### config.mk
export PLATFORM = sky130hd
export DESIGN_NAME = score_keeper
export DESIGN_NICKNAME = d
export VERILOG_FILES = /design/src/rtl/score_keeper.sv
export SDC_FILE = /design/constraint.sdc
export NUM_CORES = 1
export LEC_CHECK = 0
export BUFFER_PORTS_ARGS = -buffer_cell sky130_fd_sc_hd__buf_4
export CORE_MARGIN = 2
export CORE_UTILIZATION = 60
export DETAILED_ROUTE_END_ITERATION = 10
export MAX_ROUTING_LAYER = met4
export PLACE_DENSITY_LB_ADDON = 0.2
export SLEW_MARGIN = 20
export SYNTH_ARGS = -nofsm -noshare
export SYNTH_HDL_FRONTEND = slang
export SYNTH_SLANG_ARGS = --single-unit
### constraint.sdc
create_clock -name clk_1khz -period 4.1 [get_ports clk_1khz]
set_input_delay 1.025 -clock clk_1khz [delete_from_list [all_inputs] [get_ports clk_1khz]]
set_output_delay 1.025 -clock clk_1khz [all_outputs]
set_load 0.05 [all_outputs]
### src/rtl/score_keeper.sv
// Two-player BCD score keeper: edge-detected up/down requests, saturating 00..99,
// win detection (score >= WIN_SCORE with lead >= WIN_MARGIN) and undo out of GAME_OVER.
module score_keeper #(
  parameter int unsigned WIN_SCORE  = 11,
  parameter int unsigned WIN_MARGIN = 2
) (
  input  logic       clk_1khz,
  input  logic       rst_ni,
  input  logic       up_a_i,
  input  logic       down_a_i,
  input  logic       up_b_i,
  input  logic       down_b_i,
  input  logic       clear_i,
  output logic [7:0] score_a_o,
  output logic [7:0] score_b_o,
  output logic       game_over_o,
  output logic [1:0] winner_o,
  output logic       changed_o
);

  typedef enum logic {PLAYING, GAME_OVER} state_e;

  localparam logic [1:0] WIN_NONE = 2'b00;
  localparam logic [1:0] WIN_A    = 2'b01;
  localparam logic [1:0] WIN_B    = 2'b10;
  localparam logic [7:0] WIN_S    = 8'(WIN_SCORE);
  localparam logic [7:0] WIN_M    = 8'(WIN_MARGIN);

  state_e     state_q, state_d;
  logic [1:0] winner_q, winner_d;
  logic [7:0] score_a_q, score_a_d, score_b_q, score_b_d;
  logic       changed_q, changed_d;
  logic       up_a_q, down_a_q, up_b_q, down_b_q;

  function automatic logic [7:0] bcd_inc(input logic [7:0] v);
    if (v == 8'h99)         return v;
    else if (v[3:0] == 4'd9) return {v[7:4] + 4'd1, 4'd0};
    else                    return {v[7:4], v[3:0] + 4'd1};
  endfunction

  function automatic logic [7:0] bcd_dec(input logic [7:0] v);
    if (v == 8'h00)         return v;
    else if (v[3:0] == 4'd0) return {v[7:4] - 4'd1, 4'd9};
    else                    return {v[7:4], v[3:0] - 4'd1};
  endfunction

  // Opposing up and down events cancel; saturation leaves the value unchanged.
  function automatic logic [7:0] score_step(input logic [7:0] v, input logic up, input logic dn);
    if (up && !dn)      return bcd_inc(v);
    else if (dn && !up) return bcd_dec(v);
    else                return v;
  endfunction

  function automatic logic [7:0] bcd2bin(input logic [7:0] v);
    return ({4'd0, v[7:4]} * 8'd10) + {4'd0, v[3:0]};
  endfunction

  logic       ev_up_a, ev_dn_a, ev_up_b, ev_dn_b, playing;
  logic [7:0] bin_a, bin_b, nxt_a, nxt_b;
  logic       win_a, win_b;

  always_comb begin
    ev_up_a = up_a_i   & ~up_a_q;
    ev_dn_a = down_a_i & ~down_a_q;
    ev_up_b = up_b_i   & ~up_b_q;
    ev_dn_b = down_b_i & ~down_b_q;
    playing = (state_q == PLAYING);

    bin_a = bcd2bin(score_a_q);
    bin_b = bcd2bin(score_b_q);
    win_a = (bin_a >= WIN_S) && (bin_a >= bin_b + WIN_M);
    win_b = (bin_b >= WIN_S) && (bin_b >= bin_a + WIN_M);

    nxt_a = score_step(score_a_q, ev_up_a & playing, ev_dn_a);
    nxt_b = score_step(score_b_q, ev_up_b & playing, ev_dn_b);

    state_d   = state_q;
    winner_d  = WIN_NONE;
    score_a_d = nxt_a;
    score_b_d = nxt_b;
    changed_d = (nxt_a != score_a_q) || (nxt_b != score_b_q);

    // The win condition is evaluated on the registered scores, so game over trails the score by a cycle.
    case (state_q)
      PLAYING:   if (win_a || win_b) state_d = GAME_OVER;
      GAME_OVER: if (!(win_a || win_b)) state_d = PLAYING;
      default:   state_d = PLAYING;
    endcase
    if (state_d == GAME_OVER) winner_d = win_a ? WIN_A : WIN_B;

    if (clear_i) begin
      state_d   = PLAYING;
      winner_d  = WIN_NONE;
      score_a_d = 8'h00;
      score_b_d = 8'h00;
      changed_d = 1'b0;
    end
  end

  always_ff @(posedge clk_1khz or negedge rst_ni) begin
    if (!rst_ni) begin
      state_q   <= PLAYING;
      winner_q  <= WIN_NONE;
      score_a_q <= 8'h00;
      score_b_q <= 8'h00;
      changed_q <= 1'b0;
      up_a_q    <= 1'b0;
      down_a_q  <= 1'b0;
      up_b_q    <= 1'b0;
      down_b_q  <= 1'b0;
    end else begin
      state_q   <= state_d;
      winner_q  <= winner_d;
      score_a_q <= score_a_d;
      score_b_q <= score_b_d;
      changed_q <= changed_d;
      up_a_q    <= up_a_i;
      down_a_q  <= down_a_i;
      up_b_q    <= up_b_i;
      down_b_q  <= down_b_i;
    end
  end

  assign score_a_o   = score_a_q;
  assign score_b_o   = score_b_q;
  assign game_over_o = (state_q == GAME_OVER);
  assign winner_o    = winner_q;
  assign changed_o   = changed_q;

endmodule
==> results.sh, run 1 <==
export IMPL_fin_tns_setup_ps=0
export IMPL_final_nets=414
export IMPL_slew_headroom=0.598
export IMPL_wl_per_cell_microns=15.0
export IMPL_ys_ff_latch=24
export IMPL_setup_viol=0
export IMPL_grt_pass1_wl_microns=10500
export IMPL_cts_root_buf="clkbuf_8"
export IMPL_ys_seq_area_frac=0.210
export IMPL_finalMaxSlewViolations=0
export IMPL_htreeDepth=1
export IMPL_fp_dieArea_sq_um=5350
export IMPL_layout_drive_gt1_share=0.134
export IMPL_avgSynthCellArea_sq_um=8.56
export IMPL_fill_cells=383
export IMPL_synth_top_area_frac=0.210
export IMPL_cp_startpoint="score_b_o[5]$_DFF_PN0_"
export IMPL_dp_slack_ps=477
export IMPL_max_clock_freq_mhz=274
export IMPL_crit_required_ps=4250
export IMPL_clk_latency_ps=280
export IMPL_overflow=0
export IMPL_grt_max_degree=25
export IMPL_holdBufCountCts=0
export IMPL_finalWorstSetupSlack_ps=450
export IMPL_synth_area_leader_cell="dfrtp_1"
export IMPL_cts_resized=0
export IMPL_syn_num_nets=391
export IMPL_synth_cell_type_count=65
export IMPL_fin_crit_ps=3650
export IMPL_dpl_cell_area_sq_um=3090
export IMPL_dpl_hpwl_microns=4790
export IMPL_pwr_density_cell_nw_per_um2=306
export IMPL_dp_cells=407
export IMPL_grt_pass1_vias=2275
export IMPL_synth_ff_type="dfrtp_1"
export IMPL_synthCells=335
export IMPL_finalCritPeriodShare=0.890
export IMPL_drv_cap=0
export IMPL_syn_area_sq_um=2870
export IMPL_vias_per_cell=6.02
export IMPL_firstDrtPassIters=4
export IMPL_p_leak_uw=0.00152
export IMPL_hold_class="primary input to async pin"
export IMPL_design_area_sq_um=3160
export IMPL_syn_to_final_growth_pct=10.3
export IMPL_clk_pin_slew_ps=100
export IMPL_antenna_cells=0
export IMPL_clock_sinks=24
export IMPL_skew_ps=10.8
export IMPL_die_h_microns=73.1
export IMPL_core_area_sq_um=4660
export IMPL_synth_warnings=0
export IMPL_drc_errors=0
export IMPL_cts_buffer_depth=2
export IMPL_tightest_slew_ps=602
export IMPL_wirelength_microns=6170
export IMPL_cts_buffers_inserted=3
export IMPL_die_x_microns=73.1
export IMPL_vias=2473
export IMPL_async_flop_share=1.00
export IMPL_crit_fanout=9
export IMPL_portBuffers=26
export IMPL_start_kind="flip-flop"
export IMPL_finalHoldViolations=0
export IMPL_status="complete, no violations"
export IMPL_grt_antenna_before_repair=0
export IMPL_grtUsageTotal=0.257
export IMPL_critical_path_class="flip-flop to flip-flop"
export IMPL_r2r_start="score_b_o[5]$_DFF_PN0_"
export IMPL_cts_setup_buffers=0
export IMPL_layout_cells_non_filler=411
export IMPL_synth_common_cells="45 x ha_1, 30 x nor2_1, 28 x nand2_1, 24 x dfrtp_1, 22 x a21oi_1"
export IMPL_rsz0062_at_grt="false"
export IMPL_worstPathArrival_ps=3800
export IMPL_drtAntennaViolNets=0
export IMPL_synth_area_top_cells="dfrtp_1 21%, ha_1 20%, xnor2_1 4.9%"
export IMPL_yosysMostFrequentCell="ha_1"
export IMPL_worstRegToRegCells=13
export IMPL_cts_tree="yes"
export IMPL_gp_congestion=0.895
export IMPL_synth_edf_count=0
export IMPL_worstSetupEndpointType="flip-flop"
export IMPL_start_util=0.615
export IMPL_io_pins=27
export IMPL_rows=25
export IMPL_peakVddDrop_uv=224
export IMPL_drt_iter0_drc=91
metrics by stage:
stage / total power, uW / hold slack [ps] / util
CTS: 968 / 650 / 0.678
global route: 1030 / 664 / 0.678
global placement: 743 / 658 / 0.663
floorplan: 643 / 676 / -
finish: 967 / 640 / 0.678
detailed placement: 752 / 689 / 0.663
state kept, by name, indices dropped and copies added, names as in the netlist:
signal       cells
score_a_o        8
up_a_q           1
down_b_q         1
up_b_q           1
winner_o         2
game_over_o      1
down_a_q         1
changed_o        1
score_b_o        8
final cells by class:
| class | count | area [sq um] | area share |
|---|---|---|---|
| clock inverters | 1 | 30.0 | 0.00950 |
| well taps | 54 | 67.6 | 0.0214 |
| flip-flops and latches | 24 | 601 | 0.190 |
| inverters | 16 | 60.1 | 0.0190 |
| repair buffers | 28 | 210 | 0.0665 |
| multi-input cells | 285 | 2150 | 0.681 |
| clock buffers | 3 | 41.3 | 0.0131 |
kinds of logic (layout without fill, tap and decap cells):
| logic type | Yosys count | in the layout | synth area share |
|---|---|---|---|
| and+or+nand+nor | 125 | 125 | 0.233 |
| AOI/OAI and AO/OA | 78 | 78 | 0.184 |
| adders and majority gates | 49 | 49 | 0.224 |
| xor gates and xnor gates | 27 | 27 | 0.0877 |
| buffers and inverters | 26 | 48 | 0.0397 |
| DFF | 24 | 24 | 0.210 |
| muxes | 6 | 6 | 0.0214 |
critical path: stages (launching register included):
cell and delay, ps:
dfrtp_1 500, ha_1 400, and2_1 170, fa_1 480, nor3b_2 180, xnor2_1 360
nand3_1 170, xor2_1 180, ha_1 210, a2111oi_0 370, o21ai_0 140, o21ai_0 140
a311o_1 190, nand2_1 50
placed cells by master, fill, tap and decap left out, drive strengths merged, types with 7 or more instances in the layout:
| cell type | instances |
|---|---|
| a21oi | 23 |
| a31oi | 7 |
| buf | 28 |
| dfrtp | 24 |
| ha | 45 |
| inv | 16 |
| nand2 | 29 |
| nand2b | 8 |
| nand3 | 18 |
| nor2 | 30 |
| nor3 | 10 |
| o21ai | 13 |
| xnor2 | 17 |
| xor2 | 10 |
per-layer routing:
metal	track usage	part of all wire	routed length, microns	up-vias
met5	-	0	0	-
met4	0.0576	0.011	65	0
met3	0.0276	0.045	275	6
met2	0.414	0.47	2920	55
met1	0.348	0.47	2900	1171
li1	-	-	-	1241
power by group:
part | total [uW] | internal, uW | switching (uW)
combinational | 448 | 179 | 269
sequential | 304 | 257 | 46.5
clock | 216 | 131 | 85.3
worst paths after layout:
kind	end	slack (ps)
min reg2reg	score_b_o[7]$_DFF_PN0_	700
max	game_over_o$_DFF_PN0_	450
min in group clk_1khz	score_b_o[7]$_DFF_PN0_	700
min	score_b_o[1]$_DFF_PN0_	640
max in group asynchronous	winner_o[1]$_DFF_PN0_	3200
max reg2reg	game_over_o$_DFF_PN0_	450
Power figures use the tool's default switching activity.
==> run 2, diff against run 1 <==
Settings changed: CORE_UTILIZATION 60 to 55.
==> results.sh, run 2 (synthesis gave the netlist of run 1 again) <==
export IMPL_status="complete, no violations"
export IMPL_fp_dieArea_sq_um=5800
export IMPL_portBuffers=26
export IMPL_slew_headroom=0.570
export IMPL_setup_viol=0
export IMPL_grt_pass1_wl_microns=11000
export IMPL_r2r_start="score_a_o[5]$_DFF_PN0_"
export IMPL_wirelength_microns=6290
export IMPL_drtAntennaViolNets=0
export IMPL_cts_buffers_inserted=3
export IMPL_p_leak_uw=0.00152
export IMPL_grtUsageTotal=0.235
export IMPL_grt_pass1_vias=2399
export IMPL_final_cell_mix="45 x ha_1, 30 x nor2_1, 28 x nand2_1, 28 x buf_4, 24 x dfrtp_1"
export IMPL_drt_iter0_drc=112
export IMPL_cts_resized=0
export IMPL_max_clock_freq_mhz=279
export IMPL_antenna_cells=0
export IMPL_critical_path_class="flip-flop to flip-flop"
export IMPL_start_kind="flip-flop"
export IMPL_r2r_setup_slack_ps=520
export IMPL_finalMaxSlewViolations=0
export IMPL_wl_per_cell_microns=14.7
export IMPL_holdBufCountCts=0
export IMPL_clock_sinks=24
export IMPL_fin_crit_ps=3580
export IMPL_die_h_microns=76.2
export IMPL_syn_to_final_growth_pct=11.0
export IMPL_cts_root_buf="clkbuf_8"
export IMPL_drv_cap=0
export IMPL_htreeDepth=1
export IMPL_tightest_slew_ps=643
export IMPL_worstPathArrival_ps=3750
export IMPL_vias=2434
export IMPL_peakVddDrop_uv=246
export IMPL_layout_cells_most_common="ha_1"
export IMPL_fin_tns_setup_ps=0
export IMPL_crit_required_ps=4270
export IMPL_vias_per_cell=5.70
export IMPL_rows=26
export IMPL_clk_pin_slew_ps=100
export IMPL_fill_cells=479
export IMPL_overflow=0
export IMPL_final_nets=414
export IMPL_drc_errors=0
export IMPL_finalHoldViolations=0
export IMPL_worstRegToRegCells=14
export IMPL_hold_class="primary input to async pin"
export IMPL_layout_drive_gt1_share=0.134
export IMPL_grt_max_degree=25
export IMPL_die_x_microns=76.2
export IMPL_skew_ps=3.57
export IMPL_cp_startpoint="score_a_o[5]$_DFF_PN0_"
export IMPL_r2r_end="game_over_o$_DFF_PN0_"
export IMPL_hold_ws_ps=637
export IMPL_core_area_sq_um=5070
export IMPL_cts_setup_buffers=0
export IMPL_gp_congestion=0.912
export IMPL_crit_fanout=9
export IMPL_io_pins=27
export IMPL_clk_latency_ps=280
export IMPL_start_util=0.565
export IMPL_cts_buffer_depth=2
export IMPL_dpl_hpwl_microns=4880
export IMPL_cts_tree="yes"
export IMPL_grt_antenna_before_repair=0
export IMPL_finalCritPeriodShare=0.874
export IMPL_firstDrtPassIters=4
export IMPL_pwr_density_cell_nw_per_um2=305
export IMPL_rsz0062_at_grt="false"
export IMPL_worstSetupEndpointType="flip-flop"
export IMPL_critPathCapture="game_over_o$_DFF_PN0_"
-- run 2: cell counts in the layout (fill, tap and decap cells not counted) --
Identical to the previous run, type by type.
-- run 2: critical path, cell delays in order (launching register included) --
cell and delay, ps:
dfrtp_1 500, ha_1 390, and2_2 200, fa_1 390, nor2b_1 160, or2_1 290
xnor2_1 340, nor3b_2 100, xnor2_1 150, ha_1 200, a2111o_1 340, a31oi_1 130
o21ai_0 90, o311ai_1 100, nand2_1 90
-- run 2: how the worst min path moves through the flow --
stage	startpoint	to	slack (ps)
3_5_place_dp	score_b_o[7]$_DFF_PN0_	score_b_o[7]$_DFF_PN0_	690
6_report	rst_ni	score_b_o[3]$_DFF_PN0_	640
2_1_floorplan	up_a_q$_DFF_PN0_	score_a_o[7]$_DFF_PN0_	680
4_1_cts	rst_ni	score_b_o[2]$_DFF_PN0_	650
5_1_grt	rst_ni	score_b_o[3]$_DFF_PN0_	650
3_3_place_gp	score_b_o[7]$_DFF_PN0_	score_b_o[7]$_DFF_PN0_	660
-- run 2: stage by stage --
stage	setup WS (ps)	total power, uW	instance area, sq um	cells	utilization
floorplan	478	643	2870	335	-
global placement	633	745	3110	423	0.613
detailed placement	539	754	3110	423	0.613
CTS	508	976	3180	427	0.627
global route	189	1050	3180	427	0.627
finish	518	970	3180	427	0.627
-- run 2: metal layers --
metal / global-route usage / vias to the layer above / wire length [microns]
met1: 0.318 / 1147 / 3010
met2: 0.384 / 33 / 3060
met5: - / - / 0
li1: - / 1245 / -
met3: 0.0261 / 9 / 155
met4: 0.0491 / 0 / 72
-- run 2: layout make-up --
class | count | area, sq um | share of cell area
Clock inverter | 1 | 30.0 | 0.00944
Multi-Input combinational cell | 285 | 2150 | 0.676
Inverter | 16 | 60.1 | 0.0189
Clock buffer | 3 | 41.3 | 0.0130
Timing Repair Buffer | 28 | 210 | 0.0661
Tap cell | 70 | 87.6 | 0.0275
Sequential cell | 24 | 601 | 0.189
-- run 2: power breakdown --
group,internal (uW),total (uW),switching (uW)
logic,179,448,269
clock network,131,218,87.0
registers,257,304,46.9
